--- config.mk ---
export PLATFORM = sky130hd
export DESIGN_NAME = id_ex_pipe_reg_flat
export DESIGN_NICKNAME = d
export VERILOG_FILES = /design/src/rtl/id_ex_pipe_reg_if.sv /design/src/rtl/id_ex_pipe_reg.sv /design/src/flat_wrapper.sv
export SDC_FILE = /design/constraint.sdc
export NUM_CORES = 1
export LEC_CHECK = 0
export ABC_AREA = 1
export CAP_MARGIN = 20
export CORE_ASPECT_RATIO = 0.75
export CORE_MARGIN = 2
export CORE_UTILIZATION = 45
export DETAILED_ROUTE_END_ITERATION = 16
export GPL_TIMING_DRIVEN = 0
export PLACE_DENSITY = 0.74
export SLEW_MARGIN = 25
export SYNTH_ARGS = -nofsm -noshare
export SYNTH_HDL_FRONTEND = slang
export SYNTH_SLANG_ARGS = --single-unit
--- constraint.sdc ---
create_clock -name clk -period 1.64 [get_ports clk]
set_input_delay 0.164 -clock clk [delete_from_list [all_inputs] [get_ports clk]]
set_output_delay 0.164 -clock clk [all_outputs]
set_load 0.01 [all_outputs]
--- src/rtl/id_ex_pipe_reg_if.sv ---
// Decode-to-execute handshake bundle: valid/ready with control and data payloads.
// The decode/execute side uses master; the pipeline register uses slave.
interface id_ex_pipe_reg_if #(
  parameter int CTRL_W = 8,
  parameter int DATA_W = 275
);
  logic              in_valid;
  logic              in_ready;
  logic [CTRL_W-1:0] in_ctrl;
  logic [DATA_W-1:0] in_data;
  logic              out_valid;
  logic              out_ready;
  logic [CTRL_W-1:0] out_ctrl;
  logic [DATA_W-1:0] out_data;

  modport master (
    output in_valid, in_ctrl, in_data, out_ready,
    input  in_ready, out_valid, out_ctrl, out_data
  );

  modport slave (
    input  in_valid, in_ctrl, in_data, out_ready,
    output in_ready, out_valid, out_ctrl, out_data
  );
endinterface

--- src/rtl/id_ex_pipe_reg.sv ---
// Elastic ID/EX pipeline register with optional skid entry, flush and a
// saturating back-pressure counter. Control bits are masked while no entry is valid.
module id_ex_pipe_reg #(
  parameter int CTRL_W = 8,
  parameter int DATA_W = 275,
  parameter int SKID   = 1,
  parameter int CNT_W  = 16
) (
  input  logic             clk,
  input  logic             reset,
  id_ex_pipe_reg_if.slave  bus,
  input  logic             flush,
  output logic [1:0]       occupancy,
  output logic [CNT_W-1:0] stall_cycles
);

  logic              main_vld_q, main_vld_d;
  logic [CTRL_W-1:0] main_ctrl_q, main_ctrl_d;
  logic [DATA_W-1:0] main_data_q, main_data_d;
  logic              skid_vld_q, skid_vld_d;
  logic [CTRL_W-1:0] skid_ctrl_q, skid_ctrl_d;
  logic [DATA_W-1:0] skid_data_q, skid_data_d;
  logic [1:0]        occ_q, occ_d;
  logic [CNT_W-1:0]  stall_q, stall_d;
  logic              in_fire, out_fire;

  function automatic logic [CNT_W-1:0] sat_inc(input logic [CNT_W-1:0] v);
    if (&v) return v;
    return v + CNT_W'(1);
  endfunction

  assign in_fire  = bus.in_valid && bus.in_ready;
  assign out_fire = main_vld_q && bus.out_ready;

  always_comb begin
    main_vld_d  = main_vld_q;
    main_ctrl_d = main_ctrl_q;
    main_data_d = main_data_q;
    skid_vld_d  = skid_vld_q;
    skid_ctrl_d = skid_ctrl_q;
    skid_data_d = skid_data_q;
    if (SKID != 0) begin
      // State is encoded by {main, skid} valid bits: 00 EMPTY, 10 ONE, 11 FULL.
      case ({main_vld_q, skid_vld_q})
        2'b00: begin
          if (in_fire) begin
            main_vld_d  = 1'b1;
            main_ctrl_d = bus.in_ctrl;
            main_data_d = bus.in_data;
          end
        end
        2'b10: begin
          if (in_fire && out_fire) begin
            main_ctrl_d = bus.in_ctrl;
            main_data_d = bus.in_data;
          end else if (in_fire) begin
            skid_vld_d  = 1'b1;
            skid_ctrl_d = bus.in_ctrl;
            skid_data_d = bus.in_data;
          end else if (out_fire) begin
            main_vld_d = 1'b0;
          end
        end
        default: begin
          if (out_fire) begin
            main_ctrl_d = skid_ctrl_q;
            main_data_d = skid_data_q;
            skid_vld_d  = 1'b0;
          end
        end
      endcase
    end else begin
      if (in_fire) begin
        main_vld_d  = 1'b1;
        main_ctrl_d = bus.in_ctrl;
        main_data_d = bus.in_data;
      end else if (out_fire) begin
        main_vld_d = 1'b0;
      end
    end
    // Flush beats every handshake event, including a same-cycle input transfer.
    if (flush) begin
      main_vld_d = 1'b0;
      skid_vld_d = 1'b0;
    end
    occ_d   = {1'b0, main_vld_d} + {1'b0, skid_vld_d};
    stall_d = (main_vld_q && !bus.out_ready) ? sat_inc(stall_q) : stall_q;
  end

  always_ff @(posedge clk) begin
    if (reset) begin
      main_vld_q  <= 1'b0;
      main_ctrl_q <= '0;
      main_data_q <= '0;
      skid_vld_q  <= 1'b0;
      skid_ctrl_q <= '0;
      skid_data_q <= '0;
      occ_q       <= 2'd0;
      stall_q     <= '0;
    end else begin
      main_vld_q  <= main_vld_d;
      main_ctrl_q <= main_ctrl_d;
      main_data_q <= main_data_d;
      skid_vld_q  <= skid_vld_d;
      skid_ctrl_q <= skid_ctrl_d;
      skid_data_q <= skid_data_d;
      occ_q       <= occ_d;
      stall_q     <= stall_d;
    end
  end

  generate
    if (SKID != 0) begin : g_skid
      logic rdy_q;
      always_ff @(posedge clk) begin
        if (reset) rdy_q <= 1'b1;
        else       rdy_q <= !skid_vld_d;
      end
      assign bus.in_ready = rdy_q;
    end else begin : g_single
      assign bus.in_ready = !main_vld_q || bus.out_ready;
    end
  endgenerate

  assign bus.out_valid = main_vld_q;
  assign bus.out_ctrl  = main_ctrl_q & {CTRL_W{main_vld_q}};
  assign bus.out_data  = main_data_q;
  assign occupancy     = occ_q;
  assign stall_cycles  = stall_q;

endmodule

--- src/flat_wrapper.sv ---
// flat-port wrapper written by rule: the top's interface ports become plain ports
module id_ex_pipe_reg_flat 
#(
  parameter int CTRL_W = 8,
  parameter int DATA_W = 275,
  parameter int SKID   = 1,
  parameter int CNT_W  = 16
)
  (clk, reset, flush, occupancy, stall_cycles, bus_in_valid, bus_in_ctrl, bus_in_data, bus_out_ready, bus_in_ready, bus_out_valid, bus_out_ctrl, bus_out_data);
  id_ex_pipe_reg_if #(.CTRL_W(CTRL_W), .DATA_W(DATA_W)) bus_i ();
  input  logic clk;
  input  logic reset;
  input  logic flush;
  output logic [1:0] occupancy;
  output logic [CNT_W-1:0] stall_cycles;
  input wire logic [$bits(bus_i.in_valid)-1:0] bus_in_valid;
  input wire logic [$bits(bus_i.in_ctrl)-1:0] bus_in_ctrl;
  input wire logic [$bits(bus_i.in_data)-1:0] bus_in_data;
  input wire logic [$bits(bus_i.out_ready)-1:0] bus_out_ready;
  output wire logic [$bits(bus_i.in_ready)-1:0] bus_in_ready;
  output wire logic [$bits(bus_i.out_valid)-1:0] bus_out_valid;
  output wire logic [$bits(bus_i.out_ctrl)-1:0] bus_out_ctrl;
  output wire logic [$bits(bus_i.out_data)-1:0] bus_out_data;
  assign bus_i.in_valid = bus_in_valid;
  assign bus_i.in_ctrl = bus_in_ctrl;
  assign bus_i.in_data = bus_in_data;
  assign bus_i.out_ready = bus_out_ready;
  assign bus_in_ready = bus_i.in_ready;
  assign bus_out_valid = bus_i.out_valid;
  assign bus_out_ctrl = bus_i.out_ctrl;
  assign bus_out_data = bus_i.out_data;
  id_ex_pipe_reg #(.CTRL_W(CTRL_W), .DATA_W(DATA_W), .SKID(SKID), .CNT_W(CNT_W)) u_core (.clk(clk), .reset(reset), .bus(bus_i), .flush(flush), .occupancy(occupancy), .stall_cycles(stall_cycles));
endmodule
==> insert_results.sql, run 1 <==
INSERT INTO impl_metrics (metric_group, metric, value, unit) VALUES
('detailed_routing', 'first_pass_iters', '8', ''),
('worst_hold_path', 'min-delay-path-class', 'input port to flip-flop', ''),
('global_routing', 'first_global_vias', '24299', ''),
('layout', 'most_common_cell_after_layout_fill_and_taps_aside', 'sky130_fd_sc_hd__nand2_1', ''),
('cts', 'clkSinkCount', '587', ''),
('yosys', 'synthesis.nets', '3633', ''),
('worst_setup_path', 'timing.critical_path.arrival', '2.28', 'ns'),
('cts', 'clock_tree_from_tritoncts', 'done', ''),
('timing', 'rsz0062_at_grt', 'true', ''),
('worst_hold_path', 'hp-start', 'bus_in_data[1]', ''),
('global_routing', 'globalRouteTotalUtil', '31.3', '%'),
('global_routing', 'maximum_number_of_pins_on_one_net_before_global_route_repair', '20', ''),
('status', 'violations', 'negative setup slack', ''),
('worst_setup_path', 'worst_path_max_delay_cell', 'sky130_fd_sc_hd__clkbuf_1', ''),
('cts', 'worstSkewPairLatency', '0.63', 'ns'),
('yosys', 'synth_enable_flop_cells', '0', ''),
('worst_setup_path', 'worst_path_buf_inv', '4', ''),
('worst_setup_path', 'crit_fanout', '10', ''),
('timing', 'worst_slew_pin_slew', '0.939', 'ns'),
('timing', 'hold_violations', '0', ''),
('power', 'leakagePower', '15.9', 'nW'),
('yosys', 'postSynthRegisterBits', '587', ''),
('worst_setup_path', 'worst-setup-path-type', 'flip-flop to flip-flop', ''),
('layout', 'synthesis_to_layout_area_growth', '58.4', '%'),
('placed_design', 'place_congestion', '0.897', ''),
('die', 'floorplan.die_area', '55400', 'um^2'),
('placed_design', 'post-dp-hpwl', '62.4', 'mm'),
('timing', 'finalCritPeriodShare', '110', '%'),
('die', 'die_h', '204', 'um'),
('placed_design', 'place_worst_setup_slack', '-0.972', 'ns'),
('detailed_routing', 'dr_total_vias', '26676', ''),
('timing', 'post-route-min-period', '1.80', 'ns'),
('placed_design', 'port-buffer-count', '589', ''),
('worst_setup_path', 'cp_cell_sequence', 'buf_6 -> buf_12 -> clkbuf_4 -> clkbuf_1 -> o21ai_0 -> nand3_1 -> a21oi_1', ''),
('die', 'die_x', '271', 'um'),
('yosys', 'yosys_warnings', '0', ''),
('timing', 'fin_worst_skew', '0.0191', 'ns'),
('layout', 'finalNetCount', '4395', ''),
('yosys', 'postSynth.asyncResetShare', '0', '%'),
('detailed_routing', 'routed_wire_length_per_instance', '19.8', 'um'),
('yosys', 'synth.cell_area', '24100', 'um^2'),
('timing', 'layout_setup_ws', '-0.161', 'ns'),
('worst_setup_path', 'timing.critical_path.slowest_cell_delay', '0.43', 'ns'),
('yosys', 'synth-seq-area-share', '48.8', '%'),
('yosys', 'yosysUniqueCellTypes', '23', ''),
('layout', 'proportion_of_layout_cells_with_a_drive_suffix_above_1', '20.3', '%'),
('cts', 'hold_buffers', '0', ''),
('worst_hold_path', 'min_delay_path_depth', '3', ''),
('die', 'coreArea', '53000', 'um^2'),
('cts', 'cts-buffers-inserted', '58', ''),
('die', 'number_of_cell_rows', '73', ''),
('detailed_routing', 'drt.antenna.violating_nets', '0', ''),
('cts', 'htree_levels', '2', ''),
('yosys', 'synthesis.area_per_instance', '7.21', 'um^2'),
('timing', 'max_slew_margin', '37.4', '%'),
('timing', 'finalSetupViolCount', '718', ''),
('layout', 'postLayoutCoreUtil', '72.0', '%'),
('worst_setup_path', 'cp-start-kind', 'flip-flop', ''),
('worst_setup_path', 'regToRegEndpoint', 'u_core.bus.out_data[108]$_SDFFE_PP0P_', ''),
('worst_hold_path', 'hold-path-endpoint', 'u_core.skid_data_q[1]$_SDFFE_PP0P_', ''),
('status', 'outcome', 'complete, but fails checks', ''),
('global_routing', 'grt_overflow', '0', ''),
('detailed_routing', 'route.detailed.drc', '0', ''),
('timing', 'final_max_slew_viol_count', '0', ''),
('power', 'cellPowerDensity', '925', 'nW/um^2'),
('worst_setup_path', 'rr_worst_depth', '7', ''),
('timing', 'max_freq', '0.555', 'GHz'),
('worst_setup_path', 'ff_to_ff_setup_slack', '-0.16', 'ns'),
('detailed_routing', 'drt_first_iter_violations', '2614', ''),
('global_routing', 'antenna_found_initial', '22', ''),
('detailed_routing', 'detail_route.vias_per_cell', '5.47', '');
==> registers in the layout, summed over array words and instances (netlist names) <==
name	flops
u_core.bus.out_data	275
u_core.skid_data_q	275
u_core.skid_ctrl_q	8
u_core.stall_cycles	16
u_core.occupancy	2
u_core.skid_vld_q	1
u_core.bus.in_ready	1
u_core.main_ctrl_q	8
u_core.bus.out_valid	1
==> synth_stat cells (2+ instances only) <==
cell | instances | area share, %
sky130_fd_sc_hd__xnor2_1 | 3 | 0.11
sky130_fd_sc_hd__nand3_1 | 293 | 6.1
sky130_fd_sc_hd__nor2_1 | 110 | 1.7
sky130_fd_sc_hd__buf_1 | 12 | 0.19
sky130_fd_sc_hd__buf_4 | 13 | 0.41
sky130_fd_sc_hd__a21oi_1 | 539 | 11
sky130_fd_sc_hd__inv_2 | 4 | 0.062
sky130_fd_sc_hd__nand4_1 | 6 | 0.16
sky130_fd_sc_hd__nand2_1 | 709 | 11
sky130_fd_sc_hd__xor2_1 | 3 | 0.11
sky130_fd_sc_hd__clkbuf_1 | 142 | 2.2
sky130_fd_sc_hd__ha_1 | 2 | 0.10
sky130_fd_sc_hd__buf_2 | 117 | 2.4
sky130_fd_sc_hd__o21ai_0 | 529 | 11
sky130_fd_sc_hd__inv_1 | 267 | 4.2
sky130_fd_sc_hd__dfxtp_1 | 587 | 49
==> how the worst max path moves through the flow <==
stage / from / to / depth (start not counted)
floorplan: u_core.bus.out_valid$_SDFF_PP0_ / u_core.occupancy[0]$_SDFF_PP0_ / 13
global placement: reset / u_core.skid_data_q[72]$_SDFFE_PP0P_ / 6
detailed placement: reset / u_core.skid_data_q[121]$_SDFFE_PP0P_ / 6
CTS: u_core.bus.out_valid$_SDFF_PP0_ / u_core.skid_data_q[123]$_SDFFE_PP0P_ / 13
global route: u_core.skid_vld_q$_SDFF_PP0_ / u_core.skid_data_q[7]$_SDFFE_PP0P_ / 10
finish: u_core.skid_vld_q$_SDFF_PP0_ / u_core.bus.out_data[108]$_SDFFE_PP0P_ / 7
==> routing by layer <==
metal | part of all wire, % | GRT usage [%] | vias up
met5 | 0.12 | 0 | -
met4 | 3.9 | 11.6 | 18
met3 | 8.1 | 6.03 | 239
met2 | 46 | 50.0 | 1219
met1 | 42 | 42.3 | 12629
li1 | - | - | 12571
==> layout make-up <==
class	count	area, um^2	share of cell area (%)
inverter	272	1050	2.76
multi-input combinational	2199	11700	30.7
tap	712	891	2.33
timing repair buffer	707	8170	21.4
buffer	280	2350	6.16
clock buffer	85	1770	4.65
antenna	14	35.0	0.0918
sequential	587	11800	30.9
clock inverter	23	373	0.977
==> report_power, final <==
group / leakage, nW / internal [mW] / switching [mW]
sequential: 4.80 / 14.9 / 0.394
clock: 1.06 / 8.91 / 6.06
combinational: 10.0 / 2.53 / 2.53
==> logic make-up (layout without fill, tap and decap cells) <==
kind of cell | Yosys count | after routing | synth area share (%)
other | 0 | 14 | 0
DFF | 587 | 587 | 48.8
adders and majority gates | 2 | 2 | 0.104
xor gates and xnor gates | 6 | 6 | 0.218
buffers and inverters | 557 | 1367 | 9.52
AOI/OAI and AO/OA | 1068 | 1068 | 22.2
and+or+nand+nor | 1123 | 1123 | 19.2
==> repair_timing <==
| action | 4_1_cts | 5_1_grt |
|---|---|---|
| hold endpoints to repair | 0 | 0 |
| endpoints found under the setup margin | 890 | 866 |
| cloned | 34 | 29 |
| pin swaps | 102 | 60 |
| buffers inserted | 51 | 21 |
| gates resized for setup | 657 | 628 |
==> worst min-delay path: cells and delay by family <==
| kind | cells | cell delay (ns) |
|---|---|---|
| buffers and inverters | 2 | 0.46 |
| AOI/OAI and AO/OA | 1 | 0.05 |
==> through the flow <==
stage	hold slack (ns)	setup TNS (ns)	std cells	cell area, um^2
after floorplan	0.241	0	3343	24100
after global placement	0.447	-388.66	4644	30900
after detailed placement	0.451	-399.13	4644	30900
after CTS	0.0690	-68.08	4835	36100
after global routing	0.0958	-78.96	4874	38100
final	0.0973	-37.83	4879	38200
Power figures use the tool's default switching activity.
==> run 2: changes to the inputs <==
--- a/config.mk
+++ b/config.mk
@@ -6,6 +6,7 @@
 export NUM_CORES = 1
 export LEC_CHECK = 0
 export ABC_AREA = 1
+export ABC_CLOCK_PERIOD_IN_PS = 1640
 export CAP_MARGIN = 20
 export CORE_ASPECT_RATIO = 0.75
 export CORE_MARGIN = 2
@@ -13,6 +14,7 @@
 export DETAILED_ROUTE_END_ITERATION = 16
 export GPL_TIMING_DRIVEN = 0
 export PLACE_DENSITY = 0.74
+export REMOVE_ABC_BUFFERS = 1
 export SLEW_MARGIN = 25
 export SYNTH_ARGS = -nofsm -noshare
 export SYNTH_HDL_FRONTEND = slang
==> insert_results.sql, run 2 (synthesis gave the netlist of run 1 again) <==
INSERT INTO impl_metrics (metric_group, metric, value, unit) VALUES
('status', 'outcome', 'complete, but fails checks', ''),
('status', 'violations', 'negative setup slack', ''),
('timing', 'post-route-min-period', '2.03', 'ns'),
('worst_setup_path', 'worst-setup-path-type', 'flip-flop to flip-flop', ''),
('placed_design', 'post-dp-hpwl', '47.5', 'mm'),
('placed_design', 'place_congestion', '0.813', ''),
('worst_hold_path', 'hp-start', 'reset', ''),
('timing', 'rsz0062_at_grt', 'true', ''),
('timing', 'max_freq', '0.493', 'GHz'),
('die', 'pin_count', '591', ''),
('worst_setup_path', 'regToRegEndpoint', 'u_core.skid_data_q[156]$_SDFFE_PP0P_', ''),
('detailed_routing', 'drt.antenna.violating_nets', '0', ''),
('worst_setup_path', 'ff_to_ff_setup_slack', '-0.39', 'ns'),
('power', 'share_clk_of_total_power', '40.7', '%'),
('timing', 'finalCritPeriodShare', '124', '%'),
('global_routing', 'first_global_vias', '24688', ''),
('layout', 'post_route_standard_cell_area_excluding_fillers', '37800', 'um^2'),
('detailed_routing', 'first_pass_iters', '6', ''),
('die', 'coreArea', '53000', 'um^2'),
('layout', 'synthesis_to_layout_area_growth', '56.8', '%'),
('power', 'report.power.total', '34.5', 'mW'),
('layout', 'layout.cells.non_filler', '4765', ''),
('global_routing', 'antenna_found_initial', '24', ''),
('worst_setup_path', 'worst_path_max_delay_cell', 'sky130_fd_sc_hd__dfxtp_4', ''),
('detailed_routing', 'routed_wire_length_per_instance', '22.1', 'um'),
('power', 'internal_power', '25.5', 'mW'),
('power', 'switching_power', '8.97', 'mW'),
('layout', 'most_common_cell_after_layout_fill_and_taps_aside', 'sky130_fd_sc_hd__nand2_1', ''),
('timing', 'fin_worst_skew', '0.0182', 'ns'),
('flow_run', 'timing.max_cap.violations', '0', ''),
('global_routing', 'grt_first_pass_wirelength', '148', 'mm'),
('timing', 'fin_worst_hold_slack', '0.0832', 'ns'),
('power', 'share_seq_of_total_power', '44.1', '%'),
('power', 'leakagePower', '15.5', 'nW'),
('worst_setup_path', 'crit_fanout', '6', ''),
('cts', 'cts-buffers-inserted', '59', ''),
('die', 'die_h', '204', 'um'),
('power', 'switching_share', '26.0', '%'),
('placed_design', 'place_worst_setup_slack', '-2.08', 'ns'),
('layout', 'proportion_of_layout_cells_with_a_drive_suffix_above_1', '13.4', '%'),
('global_routing', 'globalRouteTotalUtil', '34.1', '%'),
('worst_setup_path', 'end_kind', 'flip-flop', ''),
('cts', 'clock_tree_from_tritoncts', 'done', ''),
('worst_setup_path', 'cp-start-kind', 'flip-flop', ''),
('timing', 'worst_slew_pin_slew', '0.636', 'ns'),
('detailed_routing', 'dr_total_vias', '27092', ''),
('timing', 'layout_setup_ws', '-0.387', 'ns'),
('timing', 'max_slew_margin', '57.6', '%'),
('worst_setup_path', 'critPathMostFrequentCell', 'sky130_fd_sc_hd__buf_12', ''),
('layout', 'top_library_cells_by_usage_in_the_layout_fill_and_taps_aside', 'sky130_fd_sc_hd__nand2_1, sky130_fd_sc_hd__dfxtp_1, sky130_fd_sc_hd__clkdlybuf4s50_1', ''),
('detailed_routing', 'detail_route.vias_per_cell', '5.69', ''),
('worst_hold_path', 'min_delay_path_depth', '3', ''),
('placed_design', 'port-buffer-count', '590', ''),
('power', 'cellPowerDensity', '913', 'nW/um^2'),
('power', 'peak_supply_drop', '902', 'uV'),
('cts', 'worstSkewPairLatency', '0.62', 'ns'),
('worst_setup_path', 'data_required_time_at_the_worst_endpoint', '2.18', 'ns'),
('detailed_routing', 'routed_wirelength', '105', 'mm'),
('layout', 'postLayoutCoreUtil', '71.3', '%'),
('global_routing', 'maximum_number_of_pins_on_one_net_before_global_route_repair', '102', ''),
('global_routing', 'grt_overflow', '0', ''),
('placed_design', 'placed_area', '30600', 'um^2'),
('timing', 'finalSetupViolCount', '798', ''),
('worst_setup_path', 'rr_worst_depth', '13', ''),
('cts', 'clock_tree_root_driver_cell', 'sky130_fd_sc_hd__clkbuf_16', ''),
('cts', 'htree_levels', '2', ''),
('worst_hold_path', 'min-delay-path-class', 'input port to flip-flop', ''),
('layout', 'finalNetCount', '4280', ''),
('power', 'comb_power_share', '15.2', '%'),
('worst_setup_path', 'timing.critical_path.arrival', '2.56', 'ns'),
('worst_setup_path', 'timing.critical_path.slowest_cell_delay', '0.37', 'ns'),
('cts', 'cts_max_path_buffers', '3', ''),
('detailed_routing', 'route.detailed.drc', '0', ''),
('detailed_routing', 'drt_first_iter_violations', '2618', ''),
('timing', 'final.setup.tns', '-98.84', 'ns'),
('cts', 'clk_pin_slew_worst_setup_hold_paths', '0.06', 'ns'),
('die', 'floorplan.die_area', '55400', 'um^2'),
('timing', 'hold_violations', '0', ''),
('placed_design', 'dp_cells', '4411', ''),
('worst_setup_path', 'cp_cell_sequence', 'inv_4 -> nor2_4 -> inv_4 -> nor3_4 -> buf_8 -> buf_12 -> buf_12 -> buf_12 -> buf_12 -> buf_12 -> clkbuf_16 -> o21ai_1 -> a21oi_1', ''),
('worst_hold_path', 'hold-path-endpoint', 'u_core.bus.out_data[151]$_SDFFE_PP0P_', ''),
('cts', 'clkSinkCount', '587', ''),
('die', 'number_of_cell_rows', '73', ''),
('die', 'die_x', '271', 'um'),
('worst_setup_path', 'crit-reg2reg-launch', 'u_core.bus.out_valid$_SDFF_PP0_', ''),
('timing', 'final_max_slew_viol_count', '0', ''),
('die', 'start_util', '45.5', '%');
-- run 2: cell count changes in the layout (fill, tap and decap cells not counted), sizes merged --
cell | previous run | this run
clkbuf | 244 | 112
clkdlybuf4s50 | 523 | 569
dlymetal6s2s | 37 | 7
bufbuf | 1 | 17
buf | 240 | 233
clkdlybuf4s15 | 7 | 0
dlygate4sd2 | 20 | 13
inv | 269 | 276
bufinv | 9 | 3
clkinv | 16 | 10
diode | 14 | 19
nand2 | 710 | 714
clkinvlp | 1 | 3
dlygate4sd3 | 0 | 1
-- run 2: area by class of cell --
type,count,area (um^2)
Inverter,272,1080
Fill cell,3850,15200
Timing Repair inverter,4,35.0
Sequential cell,587,11800
Tap cell,712,891
Antenna cell,19,47.5
Timing Repair Buffer,863,11200
Clock inverter,16,181
Clock buffer,89,1780
Multi-Input combinational cell,2203,10800
-- run 2: layer usage --
metal	wire (um)	GRT usage, %
met3	11800	10.0
met5	50	0
met4	5160	16.1
met1	40500	42.9
met2	47900	53.9
-- run 2: power groups by stage --
stage / clock (mW) / combinational, mW / sequential [mW]
after global placement: 0 / 4.04 / 15.5
after detailed placement: 0 / 3.95 / 15.5
final: 14.0 / 5.24 / 15.2
after floorplan: 0 / 1.45 / 15.7
after CTS: 14.0 / 4.88 / 15.2
after global routing: 14.6 / 5.52 / 15.3
-- run 2: timing repair --
action                                  4_1_cts  5_1_grt
buffers inserted                             85       44
endpoints found under the hold margin        29        0
pin swaps                                    51       26
hold buffers                                  2        0
gates resized for setup                     279      222
endpoints found under the setup margin      888      873
gates cloned                                 80       27
-- run 2: how the worst max path moves through the flow --
stage	cells past startpoint	startpoint	endpoint
after CTS	13	u_core.bus.out_valid$_SDFF_PP0_	u_core.skid_data_q[53]$_SDFFE_PP0P_
after global placement	4	u_core.skid_vld_q$_SDFF_PP0_	u_core.skid_data_q[244]$_SDFFE_PP0P_
after detailed placement	9	u_core.skid_vld_q$_SDFF_PP0_	u_core.bus.out_data[33]$_SDFFE_PP0P_
after global routing	12	u_core.bus.out_valid$_SDFF_PP0_	u_core.skid_data_q[192]$_SDFFE_PP0P_
after floorplan	4	u_core.skid_vld_q$_SDFF_PP0_	u_core.skid_ctrl_q[7]$_SDFFE_PP0P_
final	13	u_core.bus.out_valid$_SDFF_PP0_	u_core.skid_data_q[156]$_SDFFE_PP0P_
-- run 2: critical path: cells and delay by family, from the launching register on --
| family | cells | cell delay (ns) |
|---|---|---|
| flip-flops | 1 | 0.37 |
| AO/OA/AOI/OAI | 2 | 0.22 |
| buffers and inverters | 9 | 0.94 |
| AND/OR/NAND/NOR | 2 | 0.39 |
